===== config.mk =====
export PLATFORM = sky130hd
export DESIGN_NAME = mux_key_default_reg_flat
export DESIGN_NICKNAME = d
export VERILOG_FILES = /design/src/rtl/mux_key_default_reg_pkg.sv /design/src/rtl/mux_key_default_reg_if.sv /design/src/rtl/mux_key_core.sv /design/src/rtl/mux_key_default_reg.sv /design/src/flat_wrapper.sv
export SDC_FILE = /design/constraint.sdc
export NUM_CORES = 1
export LEC_CHECK = 0
export ABC_AREA = 1
export BUFFER_PORTS_ARGS = -buffer_cell sky130_fd_sc_hd__clkbuf_2
export CORE_AREA = 2 2 39 41
export DETAILED_ROUTE_END_ITERATION = 6
export DIE_AREA = 0 0 41 43
export GPL_TIMING_DRIVEN = 0
export PLACE_DENSITY = 0.3
export SLEW_MARGIN = 5
export SYNTH_ARGS = -nofsm -noshare
export SYNTH_HDL_FRONTEND = slang
export SYNTH_HIERARCHICAL = 1
export SYNTH_SLANG_ARGS = --single-unit

===== constraint.sdc =====
create_clock -name clk -period 1.6 [get_ports clk]
set_clock_uncertainty 0.05 [all_clocks]
set_input_delay 0.4 -clock clk [delete_from_list [all_inputs] [get_ports clk]]
set_output_delay 0.4 -clock clk [all_outputs]
set_load 0.02 [all_outputs]

===== src/rtl/mux_key_default_reg_pkg.sv =====
// Shared sizing helpers for the key/data lookup mux family.
// Widths are purely parametric, so only a pair-width helper lives here.
package mux_key_default_reg_pkg;

    function automatic int pair_len(input int key_len, input int data_len);
        return key_len + data_len;
    endfunction

endpackage


===== src/rtl/mux_key_default_reg_if.sv =====
// Lookup bus: key, default and flat table in; combinational and registered results out.
// The master drives the lookup inputs, and the slave (the mux) returns the results.
interface mux_key_default_reg_if
    import mux_key_default_reg_pkg::*;
#(
    parameter int NR_KEY   = 2,
    parameter int KEY_LEN  = 1,
    parameter int DATA_LEN = 1
);
    localparam int PAIR = pair_len(KEY_LEN, DATA_LEN);

    logic [KEY_LEN-1:0]       key;
    logic [DATA_LEN-1:0]      default_out;
    logic [NR_KEY*PAIR-1:0]   lut;
    logic [DATA_LEN-1:0]      out;
    logic                     hit;
    logic [DATA_LEN-1:0]      out_q;
    logic                     hit_q;

    modport master (
        output key, default_out, lut,
        input  out, hit, out_q, hit_q
    );

    modport slave (
        input  key, default_out, lut,
        output out, hit, out_q, hit_q
    );
endinterface


===== src/rtl/mux_key_core.sv =====
// Combinational key match across a flat table, OR-combining data of every matching entry.
// Zero latency. Falls back to default_out when nothing matches.
module mux_key_core
    import mux_key_default_reg_pkg::*;
#(
    parameter int NR_KEY   = 2,
    parameter int KEY_LEN  = 1,
    parameter int DATA_LEN = 1
) (
    input  logic [KEY_LEN-1:0]                           key,
    input  logic [DATA_LEN-1:0]                          default_out,
    input  logic [NR_KEY*pair_len(KEY_LEN, DATA_LEN)-1:0] lut,
    output logic [DATA_LEN-1:0]                          out,
    output logic                                         hit
);
    localparam int PAIR = pair_len(KEY_LEN, DATA_LEN);

    logic [DATA_LEN-1:0] data_or;

    // Duplicate keys are legal: every matching entry contributes, so order does not matter.
    always_comb begin
        hit     = 1'b0;
        data_or = '0;
        for (int i = 0; i < NR_KEY; i++) begin
            if (lut[PAIR*i + DATA_LEN +: KEY_LEN] == key) begin
                hit     = 1'b1;
                data_or = data_or | lut[PAIR*i +: DATA_LEN];
            end
        end
        out = hit ? data_or : default_out;
    end

endmodule


===== src/rtl/mux_key_default_reg.sv =====
// Key lookup mux with a combinational result plus a one-cycle registered copy.
// out/hit follow inputs in the same cycle. out_q/hit_q update every edge and clear on rst.
module mux_key_default_reg
    import mux_key_default_reg_pkg::*;
#(
    parameter int NR_KEY   = 2,
    parameter int KEY_LEN  = 1,
    parameter int DATA_LEN = 1
) (
    input  logic                 clk,
    input  logic                 rst,
    mux_key_default_reg_if.slave bus
);
    logic [DATA_LEN-1:0] out_c;
    logic                hit_c;

    mux_key_core #(
        .NR_KEY   (NR_KEY),
        .KEY_LEN  (KEY_LEN),
        .DATA_LEN (DATA_LEN)
    ) u_core (
        .key         (bus.key),
        .default_out (bus.default_out),
        .lut         (bus.lut),
        .out         (out_c),
        .hit         (hit_c)
    );

    assign bus.out = out_c;
    assign bus.hit = hit_c;

    always_ff @(posedge clk) begin
        if (rst) begin
            bus.out_q <= '0;
            bus.hit_q <= 1'b0;
        end else begin
            bus.out_q <= out_c;
            bus.hit_q <= hit_c;
        end
    end

endmodule


===== src/flat_wrapper.sv =====
// flat-port wrapper written by rule: the top's interface ports become plain ports
module mux_key_default_reg_flat import mux_key_default_reg_pkg::*;
#(
    parameter int NR_KEY   = 2,
    parameter int KEY_LEN  = 1,
    parameter int DATA_LEN = 1
)
  (clk, rst, bus_key, bus_default_out, bus_lut, bus_out, bus_hit, bus_out_q, bus_hit_q);
  mux_key_default_reg_if #(.NR_KEY(NR_KEY), .KEY_LEN(KEY_LEN), .DATA_LEN(DATA_LEN)) bus_i ();
  input  logic clk;
  input  logic rst;
  input wire logic [$bits(bus_i.key)-1:0] bus_key;
  input wire logic [$bits(bus_i.default_out)-1:0] bus_default_out;
  input wire logic [$bits(bus_i.lut)-1:0] bus_lut;
  output wire logic [$bits(bus_i.out)-1:0] bus_out;
  output wire logic [$bits(bus_i.hit)-1:0] bus_hit;
  output wire logic [$bits(bus_i.out_q)-1:0] bus_out_q;
  output wire logic [$bits(bus_i.hit_q)-1:0] bus_hit_q;
  assign bus_i.key = bus_key;
  assign bus_i.default_out = bus_default_out;
  assign bus_i.lut = bus_lut;
  assign bus_out = bus_i.out;
  assign bus_hit = bus_i.hit;
  assign bus_out_q = bus_i.out_q;
  assign bus_hit_q = bus_i.hit_q;
  mux_key_default_reg #(.NR_KEY(NR_KEY), .KEY_LEN(KEY_LEN), .DATA_LEN(DATA_LEN)) u_core (.clk(clk), .rst(rst), .bus(bus_i));
endmodule

== After elaboration in Yosys (flattened, before gate mapping) ==
Cells that the tools add are included.
Word-level totals
  flip-flop bits (word level): 2
  input bits: 8
  output and inout port bits: 4
  word-level logic and storage cells: 10
Cells by class
  eq/ne operators: 2
  mux-type cells: 5
  bitwise operators: 1
Operator list (count)
  1-bit two-way mux: 5
  1-bit == test: 2
  1-bit OR: 1

== Depth between registers and ports, before layout ==
  word-level depth: 5
  mapped depth: 8
  depth with buffers taken out: 8

== Hierarchy ==
Netlist, hierarchy kept.
By module, submodules not included
  mux_key_core: instances 1, cells each 16, area each 71.3 µm², sequential area each 0.0 µm²
  mux_key_default_reg: instances 1, cells each 6, area each 55.1 µm², sequential area each 40.0 µm²

== Least setup slack after synthesis ==
OpenSTA, ideal clock, no wires.
  path type: input-to-output
  start point: input bus_key
  end point: output bus_out
  arrival time: 0.766 ns
  required time: 1.150 ns
  path slack: 0.384 ns
  cell stages on the path: 5
  path buffers: 0
  cell sequence: inv_2 -> nand2_1 -> nand2_1 -> nand3_2 -> nand2_2
On the way
  word-level cells in the longest chain between the ends: 5
  elaborated cells between the ends (all ways): 8
  those cells by class: eq/ne: 2; mux: 5; bitwise: 1
RTL lines
  start: declaration: line flat_wrapper.sv:12  | input wire logic [$bits(bus_i.key)-1:0] bus_key;
  1-bit == test: line mux_key_core.sv:25  | if (lut[PAIR*i + DATA_LEN +: KEY_LEN] == key) begin
  1-bit two-way mux: line mux_key_core.sv:25
  1-bit OR: line mux_key_core.sv:27  | data_or = data_or | lut[PAIR*i +: DATA_LEN];
  1-bit two-way mux: line mux_key_core.sv:25
  1-bit two-way mux *: line mux_key_core.sv:30  | out = hit ? data_or : default_out;
  end: declaration: line flat_wrapper.sv:15  | output wire logic [$bits(bus_i.out)-1:0] bus_out;
Mark *: on every way between the ends. The rest lies on a longest branch, timed or not.

== Worst setup path after layout ==
Ends and elaborated chain as after synthesis.

==> qor.yml <==
critical_path:
  timing.critical_path.required_ns: 1.15
  cp-start-kind: "input port"
  slowest_delay_ns: 0.16
  worstPathCellList: "clkbuf_2 -> inv_2 -> nand2_1 -> nand2_1 -> nand3_2 -> nand2_2 -> clkbuf_2"
  cp-end-kind: "primary output"
  cp_slowest_cell: "clkbuf_2"
  crit_type: "in2out"
  worstPathMaxFanout: 3
  cp.arrival_ns: 1.02
yosys:
  synth_ff_type: "dfxtp_1"
  yosysTopAreaCell: "dfxtp_1"
  synth_top_area_share_pct: 31.7
  synth_nets: 30
  ys_ff_latch: 2
  synth_most_common_cell: "nand2_1"
  synth_area_per_cell_sq_um: 5.74
  netlist_instances: 22
  ys_seq_area_share_pct: 31.7
  synth_warnings: 6
  synth_common_cells: "nand2_1, inv_1, dfxtp_1, nand3_1, nor2_1"
  synth_edf_count: 0
  synth_area_sq_um: 126
  synthArstFlopShare_pct: 0
  yosysUniqueCellTypes: 8
  yosys-top-cells-area: "dfxtp_1, nand2_1, inv_1, nand3_1, nand3_2"
placed_design:
  dp_slack_ns: 0.112
  gp_congestion: 0.591
  hpwl_um: 287
  portBuffers: 11
worst_hold_path:
  hp-class: "in2reg"
  hold_depth: 2
drt:
  dr.pass1.iters: 4
  wl_um: 316
  num_vias: 167
  drtIter0Drc: 5
  antenna_left: 0
  drc: 0
  vias_per_cell: 3.21
  wire_per_inst_um: 6.08
timing:
  period_share_pct: 91.8
  setup_violations: 0
  setup_slack_ns: 0.131
  layout_min_cycle_time_ns: 1.47
  maxSlewHeadroom_pct: 91.9
  timing.final.max_slew_violations: 0
  rsz0062_at_grt: "false"
  finalSetupTns_ns: 0
  finalHoldViolCount: 0
  max_freq_mhz: 681
  worst_pin_slew_ns: 0.122
global_routing:
  grt_pass1_vias: 143
  antenna_found_initial: 0
  grt_first_pass_wirelength_um: 503
  gr-total-overflow: 0
  grt_max_degree: 4
  track_usage_pct: 4.50
cells_and_area:
  syn2layout_area_growth_pct: 77.2
  final_util_pct: 16.2
  fin_nets: 46
  drive_gt1_share_pct: 47.2
  diodes: 0
clocking:
  cts_setup_buffers: 0
  root_buffer: "clkbuf_4"
  ctsHoldBuffers: 0
  clockBufferDepth: 2
  cts_resized: 0
  cts_tree: "yes"
  numCtsBuffers: 3
  clock_sinks: 2
  htreeDepth: 1
  clk_pin_slew_ns: 0.03
floorplan:
  die_h_um: 43
  die_x_um: 41
  num_rows: 14
  pin_count: 12
  design.core.area_sq_mm: 0.00138
  initial_utilization_pct: 9.13
  die_area_sq_mm: 0.00176
run_status:
  status: "finished clean"
power_and_ir_drop:
  power_density_mw_per_mm2: 949
  max-vdd-ir-drop_mv: 0.116
  leakage_nw: 0.147
job:
  maxCapViolCount: 0
-- power by group --
part	internal [W]	switching, W
Clock	0.0000824	0.0000251
Sequential	0.0000544	0.000000818
Combinational	0.0000193	0.0000306
-- critical path, delay by kind of cell --
family	cells	cell delay (ns)
buffers and inverters	3	0.31
and+or+nand+nor	4	0.30
-- metrics by stage --
stage | total power [W] | std cells | instance area [sq um] | hold WS (ns)
final | 0.000213 | 52 | 224 | 0.304
after global routing | 0.000234 | 52 | 224 | 0.306
after CTS | 0.000222 | 52 | 224 | 0.293
after detailed placement | 0.000107 | 49 | 201 | 0.530
after global placement | 0.000107 | 49 | 201 | 0.537
after floorplan | 0.0000860 | 22 | 126 | 0.422
-- logic make-up after synthesis --
group,after synthesis,synth area share (%)
DFF,2,31.7
and+or+nand+nor,14,50.5
buffers and inverters,6,17.8
-- area by class of cell --
| class | count | area [sq um] |
|---|---|---|
| fill | 167 | 1160 |
| multi-input combinational | 14 | 63.8 |
| timing repair buffer | 11 | 55.1 |
| sequential | 2 | 40.0 |
| clock buffer | 3 | 22.5 |
| inverter | 6 | 22.5 |
| tap | 16 | 20.0 |
-- registers in the layout, summed over array words and instances, names as in the netlist --
signal	cells
u_core/bus.out_q	1
u_core/bus.hit_q	1
-- metal layers --
metal	GRT usage (%)	part of all wire, %	vias up
met5	0	0	-
met4	6.00	0	0
met3	1.57	17	0
met2	5.31	40	10
met1	5.06	42	65
li1	-	-	92
-- cell usage in the layout, fill, tap and decap left out, drive strengths merged --
| cell | instances |
|---|---|
| nand3 | 3 |
| dfxtp | 2 |
| nand2 | 9 |
| nor2 | 2 |
| inv | 6 |
| clkbuf | 14 |
-- worst paths after layout --
path / to / startpoint
worst max-delay path: bus_out / bus_key
worst min-delay path: u_core/bus.out_q / rst
Note: power is estimated with default switching activity, not from simulation.
